**src/rtl/line_clear_engine_if.sv**
```systemverilog
// Bundle between the game FSM / piece-insert logic and the line-clear engine.
// master drives the commands and board writes; slave is the engine.
interface line_clear_engine_if;
  logic         check_i;
  logic         act_i;
  logic         loadpiece_i;
  logic         clearall_i;
  logic         wr_en;
  logic [4:0]   wr_row;
  logic [3:0]   wr_col;
  logic         wr_val;
  logic [4:0]   rd_row;
  logic [9:0]   rd_data;
  logic [199:0] board_out;
  logic [29:0]  clearlineflags;
  logic [9:0]   lines_total;
  logic [3:0]   level;
  logic [19:0]  score;
  logic         award_pulse;

  modport master (
    output check_i, act_i, loadpiece_i, clearall_i, wr_en, wr_row, wr_col, wr_val, rd_row,
    input  rd_data, board_out, clearlineflags, lines_total, level, score, award_pulse
  );

  modport slave (
    input  check_i, act_i, loadpiece_i, clearall_i, wr_en, wr_row, wr_col, wr_val, rd_row,
    output rd_data, board_out, clearlineflags, lines_total, level, score, award_pulse
  );
endinterface

```
**src/rtl/line_clear_engine.sv**
```systemverilog
// Line-clear engine: 20x10 playfield, full-row detection, bottom-up row collapse,
// line/level statistics and score award at the end of a clear sequence.
module line_clear_engine (
  input logic                CLK,
  input logic                RESET,
  line_clear_engine_if.slave bus
);
  typedef enum logic [1:0] {S_IDLE, S_ACTIVE, S_AWARD} state_e;

  state_e           r_state, w_state_next;
  logic [19:0][9:0] r_board;
  logic [19:0]      r_flags;
  logic [2:0]       r_clear_cnt;
  logic [9:0]       r_lines;
  logic [3:0]       r_level;
  logic [19:0]      r_score;

  logic [19:0]      w_full, w_shift_full;
  logic [19:0][9:0] w_shift;
  logic [4:0]       w_k;
  logic             w_flags_nz, w_act, w_award, w_wr_ok;
  logic [9:0]       w_lines_inc, w_lines_div;
  logic [3:0]       w_level_next;
  logic [23:0]      w_base, w_sum;
  logic [19:0]      w_score_next;

  // w_k is the bottommost flagged row; rows above it slide down by one.
  always_comb begin
    w_k          = '0;
    w_full       = '0;
    w_shift_full = '0;
    w_shift      = r_board;
    for (int r = 0; r < 20; r++) begin
      w_full[r] = &r_board[r];
      if (r_flags[r]) w_k = 5'(r);
    end
    for (int r = 1; r < 20; r++) begin
      if (5'(r) <= w_k) w_shift[r] = r_board[r-1];
    end
    w_shift[0] = '0;
    for (int r = 0; r < 20; r++) w_shift_full[r] = &w_shift[r];
  end

  assign w_flags_nz   = |r_flags;
  assign w_act        = bus.act_i && w_flags_nz;
  assign w_wr_ok      = bus.wr_en && (bus.wr_row <= 5'd19) && (bus.wr_col <= 4'd9);
  assign w_lines_inc  = (r_lines == 10'd1023) ? r_lines : r_lines + 10'd1;
  assign w_lines_div  = w_lines_inc / 10'd10;
  assign w_level_next = (w_lines_div > 10'd15) ? 4'd15 : w_lines_div[3:0];

  always_comb begin
    case (r_clear_cnt)
      3'd1:    w_base = 24'd40;
      3'd2:    w_base = 24'd100;
      3'd3:    w_base = 24'd300;
      3'd4:    w_base = 24'd1200;
      default: w_base = 24'd0;
    endcase
  end

  assign w_sum        = 24'(r_score) + w_base * (24'(r_level) + 24'd1);
  assign w_score_next = (w_sum > 24'hFFFFF) ? 20'hFFFFF : w_sum[19:0];

  always_ff @(posedge CLK) begin
    if (!RESET) r_state <= S_IDLE;
    else        r_state <= w_state_next;
  end

  always_comb begin
    w_state_next = r_state;
    if (bus.clearall_i) begin
      w_state_next = S_IDLE;
    end else begin
      case (r_state)
        S_IDLE:   if (bus.check_i && !bus.act_i) w_state_next = S_ACTIVE;
        S_ACTIVE: if (bus.loadpiece_i) w_state_next = S_AWARD;
        S_AWARD:  w_state_next = S_IDLE;
        default:  w_state_next = S_IDLE;
      endcase
    end
  end

  always_comb begin
    w_award = 1'b0;
    if (r_state == S_AWARD && RESET && !bus.clearall_i) w_award = 1'b1;
  end

  always_ff @(posedge CLK) begin
    if (!RESET || bus.clearall_i) begin
      r_board     <= '0;
      r_flags     <= '0;
      r_clear_cnt <= '0;
      r_lines     <= '0;
      r_level     <= '0;
      r_score     <= '0;
    end else begin
      if (bus.act_i) begin
        if (w_act) begin
          r_board     <= w_shift;
          r_flags     <= w_shift_full;
          r_clear_cnt <= (r_clear_cnt == 3'd4) ? 3'd4 : r_clear_cnt + 3'd1;
          r_lines     <= w_lines_inc;
          r_level     <= w_level_next;
        end
      end else if (bus.check_i) begin
        r_flags <= w_full;
        if (r_state == S_IDLE) r_clear_cnt <= '0;
      end else if (w_wr_ok) begin
        r_board[bus.wr_row][bus.wr_col] <= bus.wr_val;
      end
      // Award uses the count and level held before this edge.
      if (w_award) begin
        r_score     <= w_score_next;
        r_clear_cnt <= '0;
      end
    end
  end

  assign bus.rd_data        = (bus.rd_row <= 5'd19) ? r_board[bus.rd_row] : '0;
  assign bus.board_out      = r_board;
  assign bus.clearlineflags = {10'b0, r_flags};
  assign bus.lines_total    = r_lines;
  assign bus.level          = r_level;
  assign bus.score          = r_score;
  assign bus.award_pulse    = w_award;
endmodule

```
**src/flat_wrapper.sv**
```systemverilog
// flat-port wrapper written by rule: the top's interface ports become plain ports
module line_clear_engine_flat 
  (CLK, RESET, bus_check_i, bus_act_i, bus_loadpiece_i, bus_clearall_i, bus_wr_en, bus_wr_row, bus_wr_col, bus_wr_val, bus_rd_row, bus_rd_data, bus_board_out, bus_clearlineflags, bus_lines_total, bus_level, bus_score, bus_award_pulse);
  line_clear_engine_if bus_i ();
  input logic CLK;
  input logic RESET;
  input wire logic [$bits(bus_i.check_i)-1:0] bus_check_i;
  input wire logic [$bits(bus_i.act_i)-1:0] bus_act_i;
  input wire logic [$bits(bus_i.loadpiece_i)-1:0] bus_loadpiece_i;
  input wire logic [$bits(bus_i.clearall_i)-1:0] bus_clearall_i;
  input wire logic [$bits(bus_i.wr_en)-1:0] bus_wr_en;
  input wire logic [$bits(bus_i.wr_row)-1:0] bus_wr_row;
  input wire logic [$bits(bus_i.wr_col)-1:0] bus_wr_col;
  input wire logic [$bits(bus_i.wr_val)-1:0] bus_wr_val;
  input wire logic [$bits(bus_i.rd_row)-1:0] bus_rd_row;
  output wire logic [$bits(bus_i.rd_data)-1:0] bus_rd_data;
  output wire logic [$bits(bus_i.board_out)-1:0] bus_board_out;
  output wire logic [$bits(bus_i.clearlineflags)-1:0] bus_clearlineflags;
  output wire logic [$bits(bus_i.lines_total)-1:0] bus_lines_total;
  output wire logic [$bits(bus_i.level)-1:0] bus_level;
  output wire logic [$bits(bus_i.score)-1:0] bus_score;
  output wire logic [$bits(bus_i.award_pulse)-1:0] bus_award_pulse;
  assign bus_i.check_i = bus_check_i;
  assign bus_i.act_i = bus_act_i;
  assign bus_i.loadpiece_i = bus_loadpiece_i;
  assign bus_i.clearall_i = bus_clearall_i;
  assign bus_i.wr_en = bus_wr_en;
  assign bus_i.wr_row = bus_wr_row;
  assign bus_i.wr_col = bus_wr_col;
  assign bus_i.wr_val = bus_wr_val;
  assign bus_i.rd_row = bus_rd_row;
  assign bus_rd_data = bus_i.rd_data;
  assign bus_board_out = bus_i.board_out;
  assign bus_clearlineflags = bus_i.clearlineflags;
  assign bus_lines_total = bus_i.lines_total;
  assign bus_level = bus_i.level;
  assign bus_score = bus_i.score;
  assign bus_award_pulse = bus_i.award_pulse;
  line_clear_engine u_core (.CLK(CLK), .RESET(RESET), .bus(bus_i));
endmodule
```
**config.mk**
```make
export PLATFORM = sky130hd
export DESIGN_NAME = line_clear_engine_flat
export DESIGN_NICKNAME = d
export VERILOG_FILES = /design/src/rtl/line_clear_engine_if.sv /design/src/rtl/line_clear_engine.sv /design/src/flat_wrapper.sv
export SDC_FILE = /design/constraint.sdc
export NUM_CORES = 1
export LEC_CHECK = 0
export CORE_MARGIN = 2
export CORE_UTILIZATION = 45
export DETAILED_ROUTE_END_ITERATION = 6
export GPL_TIMING_DRIVEN = 1
export PLACE_DENSITY = 0.74
export SETUP_SLACK_MARGIN = 0.5
export SYNTH_ARGS = -nofsm -noshare
export SYNTH_HDL_FRONTEND = slang
export SYNTH_SLANG_ARGS = --single-unit
```
**constraint.sdc**
```tcl
create_clock -name CLK -period 6.8 [get_ports CLK]
set_clock_uncertainty 0.15 [all_clocks]
set_input_delay 1.36 -clock CLK [delete_from_list [all_inputs] [get_ports CLK]]
set_output_delay 1.36 -clock CLK [all_outputs]
set_load 0.01 [all_outputs]
```
==> impl_metrics.json, run 1 <==
{
  "status": "complete, no violations",
  "r2r.worst_path.cells": 24,
  "crit_path_end_kind": "flip-flop",
  "port_buffers": 286,
  "worst_pin_slew_ns": 1.43,
  "antenna_left": 0,
  "htreeDepth": 1,
  "finalNetCount": 2710,
  "grt_setup_unrepaired": "no",
  "power.density_mw_per_mm2": 211,
  "layout_commonest_cell": "a21oi_1",
  "wirelength_mm": 80.6,
  "clock_sinks": 258,
  "slew_headroom_pct": 4.54,
  "cp.arrival_ns": 6.06,
  "holdPathEnd": "u_core.r_state[1]",
  "totalPowerFinal_mw": 4.79,
  "synth_flop_cell": "dfxtp_1",
  "grt_max_degree": 188,
  "max_freq_ghz": 0.172,
  "ys_ff_latch": 258,
  "async_flop_share_pct": 0,
  "synth.avg_cell_area_um2": 7.53,
  "reg2reg_slack_ns": 1.0,
  "cp_top_family": "adder cells",
  "fin_setup_tns_ns": 0,
  "gp_congestion": 0.948,
  "path_cells": "inv_1 -> ha_1 -> nor3_1 -> o21ai_2 -> nand2_1 -> o21ai_2 -> nand2_1 -> fa_1 -> fa_1 -> fa_1 -> inv_1 -> ha_1 -> nor2b_1 -> o21ai_0 -> a21oi_1 -> o21ai_0 -> a21oi_1 -> o2111ai_1 -> nand3_1 -> a31oi_2 -> nor2_1 -> nor2_1 -> buf_4 -> a221oi_1",
  "cap_violations": 0,
  "cp_slowest_cell": "fa_1",
  "internal-power_mw": 3.05,
  "p_sw_share_pct": 36.3,
  "fin_crit_sh_pct": 85.3,
  "register_area_mm2": 0.00516,
  "p_leak_nw": 7.95,
  "hold_buffers": 0,
  "multi_input_area_mm2": 0.0124,
  "io_pins": 297,
  "max_stage_delay_ns": 0.54,
  "die_h_um": 208,
  "hold_viol_final": 0,
  "cp_max_fo": 14,
  "num_vias": 21200,
  "r2r_start": "u_core.r_clear_cnt[1]",
  "timing.rr.end": "u_core.bus.score[4]",
  "cts_root_buf": "clkbuf_16",
  "grt_pass1_vias": 19900,
  "grt_pass1_wl_mm": 122,
  "max-vdd-ir-drop_v": 0.000219,
  "clk_latency_ns": 0.58,
  "fin_cells": 3180,
  "yosysWarnings": 0,
  "numCtsBuffers": 31,
  "crit_path_start_kind": "flip-flop",
  "row_count": 74,
  "wl_per_cell_um": 25.3,
  "critical_path_class": "flip-flop to flip-flop",
  "synth_edf_count": 0,
  "synth_cell_type_count": 81,
  "p_comb_share_pct": 29.1,
  "maxSlewViolCount": 0,
  "crit_buf_inv": 3,
  "viasPerCell": 6.68,
  "coreArea_mm2": 0.0408,
  "nFillCells": 3736,
  "grt.total_usage_pct": 35.7,
  "synth_area_mm2": 0.0186,
  "place_hpwl_mm": 56.1,
  "clkTransAtPathRegs_ns": 0.06,
  "drt_iter0_drc": 3118,
  "setup_viol": 0,
  "cpMostUsedCell": "fa_1",
  "syn_to_final_growth_pct": 21.7,
  "final_cell_mix": "391 x a21oi_1, 371 x nor2_1, 283 x clkdlybuf4s50_1",
  "antenna_found_initial": 2,
  "crit_required_ns": 7.06,
  "p_sw_mw": 1.74,
  "synth_cells": 2475,
  "max-clock-path-buffers": 3,
  "initial_core_util_pct": 45.6,
  "drive_gt1_share_pct": 8.08,
  "drt_pass1_iterations": 6,
  "seq_power_share_pct": 36.1,
  "whs_path_depth": 2,
  "dieArea_mm2": 0.0431,
  "diodes": 0,
  "min_period_ns": 5.80,
  "cts_tree": "built",
  "grt_overflow": 0,
  "placed_cells": 3124,
  "min_from": "u_core.r_state[0]",
  "yosysSeqAreaShare_pct": 27.7,
  "clkPwrFrac_pct": 34.9,
  "die_x_um": 208,
  "hold_class": "flip-flop to flip-flop",
  "post-route-drc-count": 0
}
## power groups by stage
stage	logic, mW	clock network, mW	registers [mW]
2_1_floorplan	0.887	0	1.71
3_3_place_gp	1.31	0	1.75
3_5_place_dp	1.34	0	1.75
4_1_cts	1.35	1.68	1.72
5_1_grt	1.48	1.74	1.73
6_report	1.39	1.67	1.73
## flip-flops by register name, indices dropped and copies added, names as in the netlist
| name | count |
|---|---|
| u_core.bus.board_out | 200 |
| u_core.r_clear_cnt | 3 |
| u_core.bus.level | 4 |
| u_core.bus.lines_total | 10 |
| u_core.bus.score | 19 |
| u_core.r_flags | 20 |
| u_core.r_state | 2 |
## timing repair
action                                  in CTS  in global routing
gates resized for setup                      0                  4
endpoints found under the setup margin       0                 19
buffers inserted                             0                  0
## stage by stage
step	cell area, um2	util, %	setup WS, ns	hold slack (ns)
after global placement	21700	53.1	0.857	0.314
final	22700	55.6	0.999	0.330
after floorplan	18700	-	1.27	0.303
after CTS	22700	55.5	0.706	0.331
after detailed placement	21700	53.1	0.721	0.322
after global routing	22700	55.6	0.534	0.368
## cell usage after synthesis, types with 8 or more instances
library cell	count	area (um2)
mux2_2	19	214
and3_1	13	81.3
o21ai_0	174	871
buf_4	11	82.6
nor2_1	373	1400
a211oi_1	120	901
or3_1	19	119
nand2_1	174	653
clkbuf_1	156	586
nand2b_1	19	119
inv_1	80	300
dfxtp_1	258	5160
a2111oi_0	10	87.6
or2_2	9	56.3
ha_1	35	438
nor2b_1	20	125
nand3_1	32	160
a31oi_1	20	125
a21oi_1	391	1960
a22oi_1	22	165
buf_2	27	135
nor3_1	94	470
nand4_1	41	257
xnor2_1	10	87.6
o221a_2	8	90.1
o22ai_1	25	156
mux4_2	60	1350
buf_1	18	67.6
fa_1	28	561
nor4_1	20	125
mux2i_1	64	641
## per-layer routing
layer,vias to the layer above,global-route usage [%],share of wire [%]
met3,342,6.54,12
li1,9310,-,-
met5,-,0,0.035
met1,10000,47.9,38
met4,4,17.8,5.7
met2,1579,55.2,44
## cell type report
type                    instances  share of cell area [%]
repair buffers                324                    14.0
clock buffers                  51                    4.15
flip-flops and latches        258                    22.8
clock inverters                 5                   0.237
inverters                      80                    1.32
well taps                     532                    2.93
multi-input cells            1930                    54.6
## logic make-up after synthesis
| group | share of synthesized area (%) |
|---|---|
| AO/OA/AOI/OAI | 27.7 |
| multiplexers | 11.9 |
| other | 0.0201 |
| AND/OR/NAND/NOR | 19.8 |
| adder cells (fa/ha/maj) | 5.54 |
| XOR/XNOR | 0.799 |
| flip-flops | 27.7 |
| buffers and inverters | 6.52 |
## worst min-delay path, stage by stage (launching register included)
cell and delay, ns:
dfxtp_1 0.34, nand2_1 0.07, nor3_1 0.04
## worst max-delay path by stage
stage | start | to | slack [ns] | cells past startpoint
after detailed placement | u_core.r_clear_cnt[1] | u_core.bus.score[4] | 0.72 | 24
after CTS | u_core.r_clear_cnt[1] | u_core.bus.score[4] | 0.71 | 24
final | u_core.r_clear_cnt[1] | u_core.bus.score[4] | 1.0 | 24
after global routing | u_core.bus.level[0] | u_core.bus.score[4] | 0.53 | 20
after global placement | u_core.r_clear_cnt[1] | u_core.bus.score[4] | 0.86 | 24
after floorplan | u_core.r_clear_cnt[1] | u_core.bus.score[13] | 1.27 | 24
Note: power is estimated with default switching activity, not from simulation.
==> inputs of run 2 (changes only) <==
--- a/config.mk
+++ b/config.mk
@@ -8,8 +8,10 @@
 export CORE_MARGIN = 2
 export CORE_UTILIZATION = 45
 export DETAILED_ROUTE_END_ITERATION = 6
+export GPL_ROUTABILITY_DRIVEN = 0
 export GPL_TIMING_DRIVEN = 1
 export PLACE_DENSITY = 0.74
+export RECOVER_POWER = 25
 export SETUP_SLACK_MARGIN = 0.5
 export SYNTH_ARGS = -nofsm -noshare
 export SYNTH_HDL_FRONTEND = slang
==> impl_metrics.json, run 2 (synthesis results as in run 1) <==
{
  "coreArea_mm2": 0.0408,
  "clock_sinks": 258,
  "port_buffers": 286,
  "fin_crit_sh_pct": 88.8,
  "post-route-drc-count": 0,
  "clkPwrFrac_pct": 33.3,
  "hold_viol_final": 0,
  "max_freq_ghz": 0.166,
  "critical_path_class": "flip-flop to flip-flop",
  "largest_register_ffs": 200,
  "syn_to_final_growth_pct": 21.0,
  "nFillCells": 3703,
  "wl_per_cell_um": 25.0,
  "violations": "max-capacitance violations, max-slew violations",
  "cp_slowest_cell": "fa_1",
  "drt_iter0_drc": 3519,
  "max_stage_delay_ns": 0.54,
  "final_cell_mix": "391 x a21oi_1, 371 x nor2_1, 257 x dfxtp_1",
  "num_vias": 21600,
  "grt_max_degree": 194,
  "layout_commonest_cell": "a21oi_1",
  "htreeDepth": 1,
  "hold_class": "flip-flop to flip-flop",
  "cp_top_family": "adder cells",
  "power.density_mw_per_mm2": 206,
  "antenna_found_initial": 2,
  "setup_viol": 0,
  "cp_max_fo": 14,
  "seq_power_share_pct": 37.2,
  "max-clock-path-buffers": 3,
  "antenna_left": 0,
  "status": "finished with violations",
  "drt_pass1_iterations": 7,
  "clk_latency_ns": 0.60,
  "cts_root_buf": "clkbuf_16",
  "min_period_ns": 6.04,
  "initial_core_util_pct": 45.6,
  "grt_pass1_vias": 20000,
  "crit_buf_inv": 3,
  "die_h_um": 208,
  "wirelength_mm": 79.5,
  "slew_headroom_pct": -204,
  "hold_buffers": 0,
  "p_comb_share_pct": 29.5,
  "cts_tree": "built",
  "max-vdd-ir-drop_v": 0.000177,
  "internal-power_mw": 2.93,
  "numCtsBuffers": 28,
  "place_hpwl_mm": 55.2,
  "grt_overflow": 0,
  "totalPowerFinal_mw": 4.64,
  "worst_pin_slew_ns": 4.56,
  "fin_setup_tns_ns": 0,
  "cp.arrival_ns": 6.09,
  "drive_gt1_share_pct": 7.92,
  "maxSlewViolCount": 194,
  "row_count": 74,
  "crit_path_start_kind": "flip-flop",
  "p_sw_share_pct": 36.9,
  "viasPerCell": 6.81,
  "grt_pass1_wl_mm": 120,
  "finalNetCount": 2707,
  "grt.total_usage_pct": 35.1,
  "p_leak_nw": 8.31,
  "p_sw_mw": 1.71,
  "crit_required_ns": 6.85,
  "path_cells": "inv_1 -> ha_1 -> nand2_1 -> o21ai_2 -> nand2_1 -> o21ai_0 -> nand2_1 -> fa_1 -> fa_1 -> fa_1 -> inv_1 -> ha_1 -> nor2b_1 -> o21ai_0 -> a21oi_1 -> o21ai_0 -> a21oi_1 -> o2111ai_1 -> nand3_1 -> a31oi_4 -> nor2_1 -> nor2_1 -> buf_4 -> a221oi_1",
  "io_pins": 297,
  "die_x_um": 208,
  "dieArea_mm2": 0.0431,
  "clkTransAtPathRegs_ns": 0.06,
  "grt_setup_unrepaired": "no",
  "reg2reg_slack_ns": 0.76,
  "crit_path_end_kind": "flip-flop",
  "cap_violations": 1
}
[run 2: changes by cell type in the layout (fill, tap and decap cells not counted), moves of 2 or more]
cell,previous run,this run
buf_12,3,1
diode_2,0,2
clkinv_2,3,6
clkbuf_16,31,28
dlygate4sd3_1,0,128
clkbuf_8,10,4
clkdlybuf4s50_1,283,155
clkbuf_1,11,7
[run 2: layout make-up]
cell class	instances	area (um2)	area share, %
clock buffer	38	768	3.41
multi-input combinational	1930	12400	54.9
tap	532	666	2.95
clock inverter	10	115	0.510
inverter	80	300	1.33
timing repair buffer	324	3150	14.0
sequential	258	5170	22.9
antenna	2	5.00	0.0222
[run 2: power groups by stage]
stage / Combinational, mW / Clock [mW] / Sequential, mW
after CTS: 1.33 / 1.54 / 1.72
after global placement: 1.30 / 0 / 1.75
after global routing: 1.46 / 1.61 / 1.73
final: 1.37 / 1.55 / 1.73
after detailed placement: 1.33 / 0 / 1.75
after floorplan: 0.887 / 0 / 1.71
[run 2: final timing paths]
kind,startpoint,depth (start not counted),to
worst max-delay path,u_core.r_clear_cnt[1],24,u_core.bus.score[6]
worst min-delay path,u_core.r_state[0],2,u_core.r_state[1]
worst max register to register,u_core.r_clear_cnt[1],24,u_core.bus.score[6]
worst min register to register,u_core.r_state[0],2,u_core.r_state[1]
[run 2: timing repair]
action / CTS / global route
gates resized for setup: 0 / 4
buffers inserted: 0 / 0
endpoints found under the setup margin: 0 / 17
hold endpoints to repair: 0 / 0
[run 2: worst register-to-register path: cells and delay by family, from the launching register on]
family / cells / cell delay, ns
AOI/OAI and AO/OA: 9 / 1.73
DFF: 1 / 0.36
buffers and inverters: 3 / 0.36
adders and majority gates: 5 / 2.11
and+or+nand+nor: 7 / 0.96
[run 2: stage by stage]
step	utilization, %	cell area (um2)	hold WS [ns]	worst slack [ns]	instances
2_1_floorplan	-	18700	0.303	1.27	2484
3_3_place_gp	53.1	21700	0.313	1.04	3124
3_5_place_dp	53.1	21700	0.336	0.767	3124
4_1_cts	55.2	22600	0.345	0.752	3172
5_1_grt	55.2	22600	0.371	0.357	3173
6_report	55.2	22600	0.338	0.763	3174
[run 2: layer usage]
layer	up-vias	part of all wire [%]	GRT usage, %
li1	9317	-	-
met1	10000	36	45.6
met2	1839	43	53.6
met3	411	14	8.59
met4	2	6.8	19.5
met5	-	0.014	0
